--- src/rtl/sensor_responder_if.sv ---
// sensor_responder_if: request/response bundle between the cycle-trainer
// controller + ADC/pulse front end (master) and sensor_responder (slave).
interface sensor_responder_if;
   logic        sensor_request;
   logic [11:0] adc_inp;
   logic        pulse_bn;
   logic [7:0]  temp;
   logic [7:0]  pulse;
   logic        sensor_recieved;
   logic        busy;
   logic        timeout_err;

   modport master (
      output sensor_request, adc_inp, pulse_bn,
      input  temp, pulse, sensor_recieved, busy, timeout_err
   );

   modport slave (
      input  sensor_request, adc_inp, pulse_bn,
      output temp, pulse, sensor_recieved, busy, timeout_err
   );
endinterface

--- src/rtl/sensor_responder.sv ---
// sensor_responder: on a level request, averages 2^AVG_LOG2 ADC samples taken
// every SAMPLE_DIV clocks, counts pulse_bn rising edges over the same window,
// then presents temp/pulse with sensor_recieved held until request drops.
// Optional macro SENSOR_RESP_TIMEOUT_EN: bounds the HOLD phase to TIMEOUT
// cycles and raises a sticky timeout_err when the controller never releases.
module sensor_responder #(
   parameter int SAMPLE_DIV = 8,
   parameter int AVG_LOG2   = 2,
   parameter int TIMEOUT    = 1024
) (
   input  logic               clock,
   input  logic               rst,
   sensor_responder_if.slave  bus
);

   localparam int DIV_W = $clog2(SAMPLE_DIV);
   localparam int NSAMP = 1 << AVG_LOG2;

   // elaboration-time parameter legality
   if (SAMPLE_DIV < 2) begin : g_bad_div
      $error("sensor_responder: SAMPLE_DIV must be >= 2");
   end
   if (AVG_LOG2 < 0 || AVG_LOG2 > 4) begin : g_bad_avg
      $error("sensor_responder: AVG_LOG2 must be 0..4");
   end
   if (TIMEOUT < 1) begin : g_bad_tmo
      $error("sensor_responder: TIMEOUT must be >= 1");
   end

   typedef enum logic [1:0] {S_IDLE, S_SAMPLE, S_CONVERT, S_HOLD} state_t;

   state_t             r_state, w_next;
   logic [DIV_W-1:0]   r_div;
   logic [4:0]         r_nsamp;
   logic [15:0]        r_acc;
   logic [7:0]         r_cnt;
   logic               r_pulse_q;
   logic [7:0]         r_temp, r_pulse;
   logic               r_busy, r_rcv;

   logic               w_start, w_capture, w_last, w_update, w_edge;
   logic               w_arm, w_tmo_hit;

   assign w_edge    = bus.pulse_bn & ~r_pulse_q;
   assign w_capture = (r_state == S_SAMPLE) && (r_div == DIV_W'(SAMPLE_DIV - 1));
   assign w_last    = w_capture && (r_nsamp == 5'(NSAMP - 1));

`ifdef SENSOR_RESP_TIMEOUT_EN
   localparam int TMO_W = $clog2(TIMEOUT + 1);
   logic [TMO_W-1:0]   r_tmo;
   logic               r_err, r_need_low;

   // after a timeout the request must be seen low before a new window may start
   assign w_arm = ~r_need_low;

   // HOLD dwell counter, sticky error and re-arm guard
   always_ff @(posedge clock) begin
      if (!rst) begin
         r_tmo      <= '0;
         r_err      <= 1'b0;
         r_need_low <= 1'b0;
      end else begin
         r_tmo <= (r_state == S_HOLD && w_next == S_HOLD) ? r_tmo + TMO_W'(1) : '0;
         if (w_tmo_hit) begin
            r_err      <= 1'b1;
            r_need_low <= 1'b1;
         end else if (!bus.sensor_request) begin
            r_need_low <= 1'b0;
         end
      end
   end

   assign bus.timeout_err = r_err;
`else
   assign w_arm           = 1'b1;
   assign bus.timeout_err = 1'b0;
`endif

   // state register
   always_ff @(posedge clock) begin
      if (!rst) r_state <= S_IDLE;
      else      r_state <= w_next;
   end

   // next state; a dropped request aborts ahead of any other progress
   always_comb begin
      w_next    = r_state;
      w_start   = 1'b0;
      w_update  = 1'b0;
      w_tmo_hit = 1'b0;
      case (r_state)
         S_IDLE: begin
            if (bus.sensor_request && w_arm) begin
               w_next  = S_SAMPLE;
               w_start = 1'b1;
            end
         end
         S_SAMPLE: begin
            if (!bus.sensor_request) w_next = S_IDLE;
            else if (w_last)         w_next = S_CONVERT;
         end
         S_CONVERT: begin
            if (!bus.sensor_request) begin
               w_next = S_IDLE;
            end else begin
               w_next   = S_HOLD;
               w_update = 1'b1;
            end
         end
         S_HOLD: begin
            if (!bus.sensor_request) begin
               w_next = S_IDLE;
            end
`ifdef SENSOR_RESP_TIMEOUT_EN
            else if (r_tmo == TMO_W'(TIMEOUT - 1)) begin
               w_next    = S_IDLE;
               w_tmo_hit = 1'b1;
            end
`endif
         end
         default: w_next = S_IDLE;
      endcase
   end

   // sampling window, accumulation, edge counting and result registers
   always_ff @(posedge clock) begin
      if (!rst) begin
         r_div     <= '0;
         r_nsamp   <= '0;
         r_acc     <= '0;
         r_cnt     <= '0;
         r_pulse_q <= 1'b0;
         r_temp    <= '0;
         r_pulse   <= '0;
         r_busy    <= 1'b0;
         r_rcv     <= 1'b0;
      end else begin
         r_pulse_q <= bus.pulse_bn;
         if (w_start) begin
            r_div   <= '0;
            r_nsamp <= '0;
            r_acc   <= '0;
            r_cnt   <= '0;
         end else if (r_state == S_SAMPLE) begin
            r_div <= (r_div == DIV_W'(SAMPLE_DIV - 1)) ? '0 : r_div + DIV_W'(1);
            if (w_capture) begin
               r_acc   <= r_acc + {4'd0, bus.adc_inp};
               r_nsamp <= r_nsamp + 5'd1;
            end
            if (w_edge && r_cnt != 8'hFF) r_cnt <= r_cnt + 8'd1;
         end
         // average then keep bits [11:4]; acc >> (AVG_LOG2+4) never exceeds 8 bits
         if (w_update) begin
            r_temp  <= 8'(r_acc >> (AVG_LOG2 + 4));
            r_pulse <= r_cnt;
         end
         r_busy <= (w_next == S_SAMPLE) || (w_next == S_CONVERT);
         r_rcv  <= (w_next == S_HOLD);
      end
   end

   assign bus.temp            = r_temp;
   assign bus.pulse           = r_pulse;
   assign bus.busy            = r_busy;
   assign bus.sensor_recieved = r_rcv;

endmodule

--- src/flat_wrapper.sv ---
// flat-port wrapper written by rule: the top's interface ports become plain ports
module sensor_responder_flat 
#(
   parameter int SAMPLE_DIV = 8,
   parameter int AVG_LOG2   = 2,
   parameter int TIMEOUT    = 1024
)
  (clock, rst, bus_sensor_request, bus_adc_inp, bus_pulse_bn, bus_temp, bus_pulse, bus_sensor_recieved, bus_busy, bus_timeout_err);
  sensor_responder_if bus_i ();
  input  logic clock;
  input  logic rst;
  input wire logic [$bits(bus_i.sensor_request)-1:0] bus_sensor_request;
  input wire logic [$bits(bus_i.adc_inp)-1:0] bus_adc_inp;
  input wire logic [$bits(bus_i.pulse_bn)-1:0] bus_pulse_bn;
  output wire logic [$bits(bus_i.temp)-1:0] bus_temp;
  output wire logic [$bits(bus_i.pulse)-1:0] bus_pulse;
  output wire logic [$bits(bus_i.sensor_recieved)-1:0] bus_sensor_recieved;
  output wire logic [$bits(bus_i.busy)-1:0] bus_busy;
  output wire logic [$bits(bus_i.timeout_err)-1:0] bus_timeout_err;
  assign bus_i.sensor_request = bus_sensor_request;
  assign bus_i.adc_inp = bus_adc_inp;
  assign bus_i.pulse_bn = bus_pulse_bn;
  assign bus_temp = bus_i.temp;
  assign bus_pulse = bus_i.pulse;
  assign bus_sensor_recieved = bus_i.sensor_recieved;
  assign bus_busy = bus_i.busy;
  assign bus_timeout_err = bus_i.timeout_err;
  sensor_responder #(.SAMPLE_DIV(SAMPLE_DIV), .AVG_LOG2(AVG_LOG2), .TIMEOUT(TIMEOUT)) u_core (.clock(clock), .rst(rst), .bus(bus_i));
endmodule
--- config.mk ---
export PLATFORM = sky130hd
export DESIGN_NAME = sensor_responder_flat
export DESIGN_NICKNAME = d
export VERILOG_FILES = /design/src/rtl/sensor_responder_if.sv /design/src/rtl/sensor_responder.sv /design/src/flat_wrapper.sv
export SDC_FILE = /design/constraint.sdc
export NUM_CORES = 1
export LEC_CHECK = 0
export CORE_MARGIN = 10
export CORE_UTILIZATION = 45
export DETAILED_ROUTE_END_ITERATION = 8
export PLACE_DENSITY = 0.67
export SLEW_MARGIN = 20
export SYNTH_ARGS = -nofsm -noshare
export SYNTH_HDL_FRONTEND = slang
export SYNTH_SLANG_ARGS = --single-unit
--- constraint.sdc ---
create_clock -name clock -period 2.5 [get_ports clock]
set_input_delay 0.5 -clock clock [delete_from_list [all_inputs] [get_ports clock]]
set_output_delay 0.5 -clock clock [all_outputs]
set_load 0.05 [all_outputs]
==> impl_metrics.yaml, run 1 <==
power:
  p_switching_uw: 350
  clockPowerShare: 0.390
  p_per_area_mw_per_mm2: 479
  p_leak_nw: 1.20
  p_int_mw: 1.17
  irDropWorstVdd_mv: 0.331
  comb_power_share: 0.073
  swShare: 0.230
  seq_power_share: 0.537
final_layout:
  final_cells: 418
  n_antenna_cell: 0
  drive_gt1_frac: 0.107
  fin_area_sq_mm: 0.00318
  area_growth_syn_to_layout_pct: 21.1
  nets: 378
timing:
  fin_crit_ps: 2350
  layout_setup_ws_ps: 150
  holdWs_ps: 461
  max_slew_margin: 0.634
  final-max-slew-violation-count: 0
  rsz0062_at_grt: "false"
  hold_viol: 0
  worstMarginPinSlew_ps: 549
  tns_ps: 0
  clock.fmax_mhz: 426
  setup_viol: 0
  clock_skew_ps: 3.66
  min_period_over_period: 0.940
clock_tree:
  clk_pin_slew_ps: 100
  clk_path_buf_depth: 2
  clockRootBuffer: "clkbuf_8"
  clock_latency_ps: 300
  cts_max_level: 2
  hold_buffers: 0
  cts_tree: "built"
  numCtsBuffers: 5
  cts_sinks: 51
detailed_routing:
  routedWlPerCell_microns: 13.2
  detail-route-antenna-nets: 0
  route.met2.wl_microns: 2470
  drt-pass1-iter-count: 5
  drt-met1-wl_microns: 2690
  drt-vias-per-instance: 5.27
  wl_met3_microns: 298
  drtIter0Drc: 84
  drc: 0
  vias: 2201
  routed_wl_microns: 5520
  dr.max_layer_used: "met4"
floorplan:
  start_util: 0.471
  coreArea_sq_mm: 0.00557
  die_h_microns: 96.4
  fp.dieW_microns: 96.4
  design.die.area_sq_mm: 0.00929
  rows: 27
  num_io_pins: 35
placed_design:
  dp_hpwl_microns: 4200
  place_area_sq_mm: 0.00306
  place_ws_ps: -264
  portBuffers: 33
  dpl.cell_count: 410
  gp_congestion: 0.839
synthesis:
  synth_edf_count: 0
  netlist_instances: 305
  yosys.area_share.xor_xnor: 0.0467
  synth_cell_type_count: 52
  synth.net_count: 338
  synth_seq_cells: 51
  synth_area_sq_mm: 0.00263
  async_flop_share: 0
  syn-mean-instance-area_sq_um: 8.61
  synthFlopType: "dfxtp_1"
  ys_top_cells_by_count: "nand2_1 (58), dfxtp_1 (51), nor2_1 (23)"
  ys_seq_area_frac: 0.389
  muxShareOfSynthArea: 0.00381
  yosysWarnings: 0
  synth_top_area_frac: 0.389
  synth.most_common_cell: "nand2_1"
  synth-compound-area-share: 0.184
  yosys.area_share.simple: 0.241
  synthAdderAreaFrac: 0.0838
  synth_top_family_by_area: "simple AND/OR/NAND/NOR gates"
  netlist_top_cells_area: "dfxtp_1 (39%), nand2_1 (8.3%), ha_1 (7.6%)"
  yosysTopAreaCell: "dfxtp_1"
job:
  drv_cap: 0
global_route:
  antenna_found_initial: 0
  grt_pass1_wl_microns: 9360
  grt.overflow.total: 0
  gr-usage-all-layers: 0.124
  grt_max_degree: 18
  grt_pass1_vias: 2062
setup_path:
  startpoint_type: "input port"
  worstSetupPathType: "in -> reg"
  critPathArrivalTime_ps: 2600
  crit_required_ps: 2750
  path_max_fanout: 3
  r2r_setup_slack_ps: 340
  reg2reg_to: "u_core.r_acc[10]$_SDFFE_PP0P_"
  worstRegToRegCells: 9
  end_kind: "flip-flop"
  r2r_start: "u_core.r_acc[0]$_SDFFE_PP0P_"
hold_path:
  hold_path.startpoint: "u_core.r_acc[5]$_SDFFE_PP0P_"
  hp-class: "reg -> reg"
  min_to: "u_core.r_acc[5]$_SDFFE_PP0P_"
  min_path_cells: 2
run_status:
  status: "completed"
area by class of cell:
| type | instances | area, sq um |
|---|---|---|
| Fill cell | 514 | 2390 |
| Multi-Input combinational cell | 232 | 1480 |
| Sequential cell | 51 | 1020 |
| Timing Repair Buffer | 48 | 445 |
| Tap cell | 72 | 90.1 |
| Clock buffer | 5 | 68.8 |
| Clock inverter | 3 | 47.5 |
| Inverter | 7 | 26.3 |
metrics by stage:
step	power (mW)	util
2_1_floorplan	0.901	-
3_3_place_gp	0.947	0.549
3_5_place_dp	0.948	0.549
4_1_cts	1.54	0.569
5_1_grt	1.58	0.571
6_report	1.52	0.571
timing repair:
item,CTS,global route
hold endpoints to repair,0,0
gates resized for setup,0,4
endpoints found under the setup margin,0,2
buffers inserted,0,0
worst max-delay path, cell delays in order:
cell	delay, ps
clkdlybuf4s50_1	470
inv_1	60
fa_2	410
nor2b_4	120
o31a_1	200
a221o_1	200
nand4_1	140
a2111o_1	430
nand3_1	70
logic make-up (layout without fill, tap and decap cells):
kind of cell	Yosys count	in the layout
xor gates and xnor gates	14	14
AOI/OAI and AO/OA	72	72
DFF	51	51
other	1	1
and+or+nand+nor	127	127
muxes	1	1
adders and majority gates	17	17
buffers and inverters	22	63
power groups by stage:
stage	combinational [mW]	sequential, mW	clock (mW)
after floorplan	0.0610	0.840	0
after global routing	0.121	0.820	0.637
after CTS	0.111	0.819	0.610
final	0.111	0.819	0.594
after global placement	0.109	0.837	0
after detailed placement	0.110	0.838	0
sequential cells by signal, indices dropped and copies added, names as in the netlist:
name / count
u_core.r_pulse_q: 1
u_core.r_acc: 14
u_core.bus.busy: 1
u_core.bus.pulse: 8
u_core.r_div: 3
u_core.r_state: 2
u_core.r_cnt: 8
u_core.r_nsamp: 5
u_core.bus.temp: 8
u_core.bus.sensor_recieved: 1
worst max path at each step:
| stage | startpoint | endpoint | slack [ps] | depth (start not counted) |
|---|---|---|---|---|
| after global placement | bus_adc_inp[0] | u_core.r_acc[10]$_SDFFE_PP0P_ | -220 | 10 |
| after floorplan | bus_adc_inp[0] | u_core.r_acc[10]$_SDFFE_PP0P_ | 310 | 9 |
| after CTS | bus_adc_inp[0] | u_core.r_acc[10]$_SDFFE_PP0P_ | 50 | 10 |
| final | bus_adc_inp[1] | u_core.r_acc[10]$_SDFFE_PP0P_ | 150 | 9 |
| after detailed placement | bus_adc_inp[0] | u_core.r_acc[10]$_SDFFE_PP0P_ | -260 | 10 |
| after global routing | bus_adc_inp[1] | u_core.r_acc[10]$_SDFFE_PP0P_ | 10 | 9 |
per-layer routing:
layer / vias up / global-route usage
met5: - / 0
met4: 0 / 0.0387
met3: 6 / 0.0270
met2: 43 / 0.201
met1: 1002 / 0.161
li1: 1150 / -
cells in the final DEF (no fill, tap or decap), types with 8 or more instances in the layout:
master / netlist / routed
a21boi_0: 16 / 16
a21oi_1: 22 / 22
buf_4: 1 / 15
clkdlybuf4s50_1: 0 / 32
dfxtp_1: 51 / 51
ha_1: 16 / 15
nand2_1: 58 / 58
nand3_1: 9 / 9
nand4_1: 8 / 8
nor2_1: 23 / 23
o21ai_0: 10 / 9
xor2_1: 9 / 9
(Power assumes the default switching activity.)
==> run 2: changes to the inputs <==
Settings changed: MAX_ROUTING_LAYER set to met4, PLACE_DENSITY 0.67 to 0.71.
==> impl_metrics.yaml, run 2 (synthesis results as in run 1) <==
power:
  irDropWorstVdd_mv: 0.264
  finalPower_mw: 1.59
  p_per_area_mw_per_mm2: 492
  p_leak_nw: 1.22
final_layout:
  nets: 380
  mostFrequentLayoutCells: "nand2_1 (58), dfxtp_1 (51), clkdlybuf4s50_1 (31)"
  fill_cells: 519
  max_flop_register: "u_core.r_acc"
  fin_area_sq_mm: 0.00323
  drive_gt1_frac: 0.109
  regArea_sq_mm: 0.00102
  utilization: 0.579
  largest_reg_flops: 14
  final_common_cell: "nand2_1"
  n_antenna_cell: 0
  area_growth_syn_to_layout_pct: 22.8
  multi_input_area_sq_mm: 0.00149
setup_path:
  end_kind: "flip-flop"
  path_max_fanout: 4
  reg2reg_to: "u_core.r_acc[8]$_SDFFE_PP0P_"
  r2r_setup_slack_ps: 220
  path_cells: "clkdlybuf4s50_1 -> ha_1 -> nor2b_4 -> o31a_1 -> a221o_1 -> buf_6 -> a21oi_4 -> or4_1 -> nand3_1"
  worstSetupPathType: "in -> reg"
  path_buf_inv: 2
  worstRegToRegCells: 10
  startpoint_type: "input port"
  crit_slowest_cell: "clkdlybuf4s50_1"
  cp-startpoint: "bus_adc_inp[2]"
  crit_required_ps: 2690
  slowest_delay_ps: 400
  r2r_start: "u_core.r_acc[0]$_SDFFE_PP0P_"
  critPathArrivalTime_ps: 2510
  critical_path.top_delay_family: "compound AO/OA/AOI/OAI gates"
clock_tree:
  cts_tree: "built"
  clock_latency_ps: 300
  cts_sinks: 51
  clk_path_buf_depth: 2
  hold_buffers: 0
  numCtsBuffers: 5
  cts_max_level: 2
  clk_pin_slew_ps: 90
  clockRootBuffer: "clkbuf_8"
placed_design:
  portBuffers: 33
  dp_hpwl_microns: 4190
  gp_congestion: 0.865
  place_ws_ps: -235
  place_area_sq_mm: 0.00306
hold_path:
  hold_path.startpoint: "u_core.bus.pulse[0]$_SDFFE_PN0P_"
  min_to: "u_core.bus.pulse[0]$_SDFFE_PN0P_"
  hp-class: "reg -> reg"
  min_path_cells: 2
job:
  drv_cap: 0
timing:
  setup_viol: 0
  fin_crit_ps: 2320
  min_period_over_period: 0.927
  clock.fmax_mhz: 431
  layout_setup_ws_ps: 181
  worstMarginPinSlew_ps: 506
  max_slew_margin: 0.662
  hold_viol: 0
  final-max-slew-violation-count: 0
  holdWs_ps: 463
  rsz0062_at_grt: "false"
  clock_skew_ps: 2.99
detailed_routing:
  drt-vias-per-instance: 5.30
  drc: 0
  routedWlPerCell_microns: 13.5
  drtIter0Drc: 135
  drt-pass1-iter-count: 4
  detail-route-antenna-nets: 0
  routed_wl_microns: 5660
  vias: 2227
floorplan:
  fp.dieW_microns: 96.4
  num_io_pins: 35
  rows: 27
  coreArea_sq_mm: 0.00557
  design.die.area_sq_mm: 0.00929
  start_util: 0.471
  die_h_microns: 96.4
run_status:
  status: "completed"
global_route:
  grt_pass1_vias: 2121
  grt_max_degree: 26
  antenna_found_initial: 0
  grt.overflow.total: 0
  gr-usage-all-layers: 0.129
  grt_pass1_wl_microns: 9450
-- run 2: worst min-delay path: cells and delay by family, from the launching register on --
kind	cells	cell delay [ps]
AOI/OAI and AO/OA	1	60
DFF	1	320
and+or+nand+nor	1	40
-- run 2: worst max-delay path by stage --
stage | endpoint | slack (ps) | depth (start not counted)
2_1_floorplan | u_core.r_acc[10]$_SDFFE_PP0P_ | 310 | 9
3_3_place_gp | u_core.r_acc[10]$_SDFFE_PP0P_ | -210 | 10
3_5_place_dp | u_core.r_acc[10]$_SDFFE_PP0P_ | -240 | 10
4_1_cts | u_core.r_acc[10]$_SDFFE_PP0P_ | 30 | 10
5_1_grt | u_core.r_acc[8]$_SDFFE_PP0P_ | 90 | 9
6_report | u_core.r_acc[8]$_SDFFE_PP0P_ | 180 | 9
-- run 2: stage by stage --
step	cells	TNS, ps
finish	420	0
global route	420	0
CTS	418	0
detailed placement	410	-560
global placement	410	-512
floorplan	305	0
-- run 2: timing repair --
item / in CTS / in global routing
setup buffers: 0 / 2
setup endpoints to repair: 0 / 2
gates resized for setup: 0 / 7
-- run 2: cell type report --
| class | count | area share |
|---|---|---|
| multi-input cells | 232 | 0.462 |
| flip-flops and latches | 51 | 0.316 |
| repair buffers | 50 | 0.145 |
| well taps | 72 | 0.0279 |
| clock buffers | 6 | 0.0225 |
| clock inverters | 2 | 0.0186 |
| inverters | 7 | 0.00814 |
-- run 2: power breakdown --
part	internal [mW]	switching, mW
clock	0.400	0.259
combinational	0.0530	0.0582
sequential	0.815	0.00308
total	1.27	0.320
-- run 2: per-layer routing --
layer  vias to the layer above  track usage  wire [microns]
met4                         0       0.0521              78
met3                         8       0.0347             391
li1                       1149            -               -
met1                      1010        0.147            2500
met2                        60        0.212            2690
met5                         -            -               0
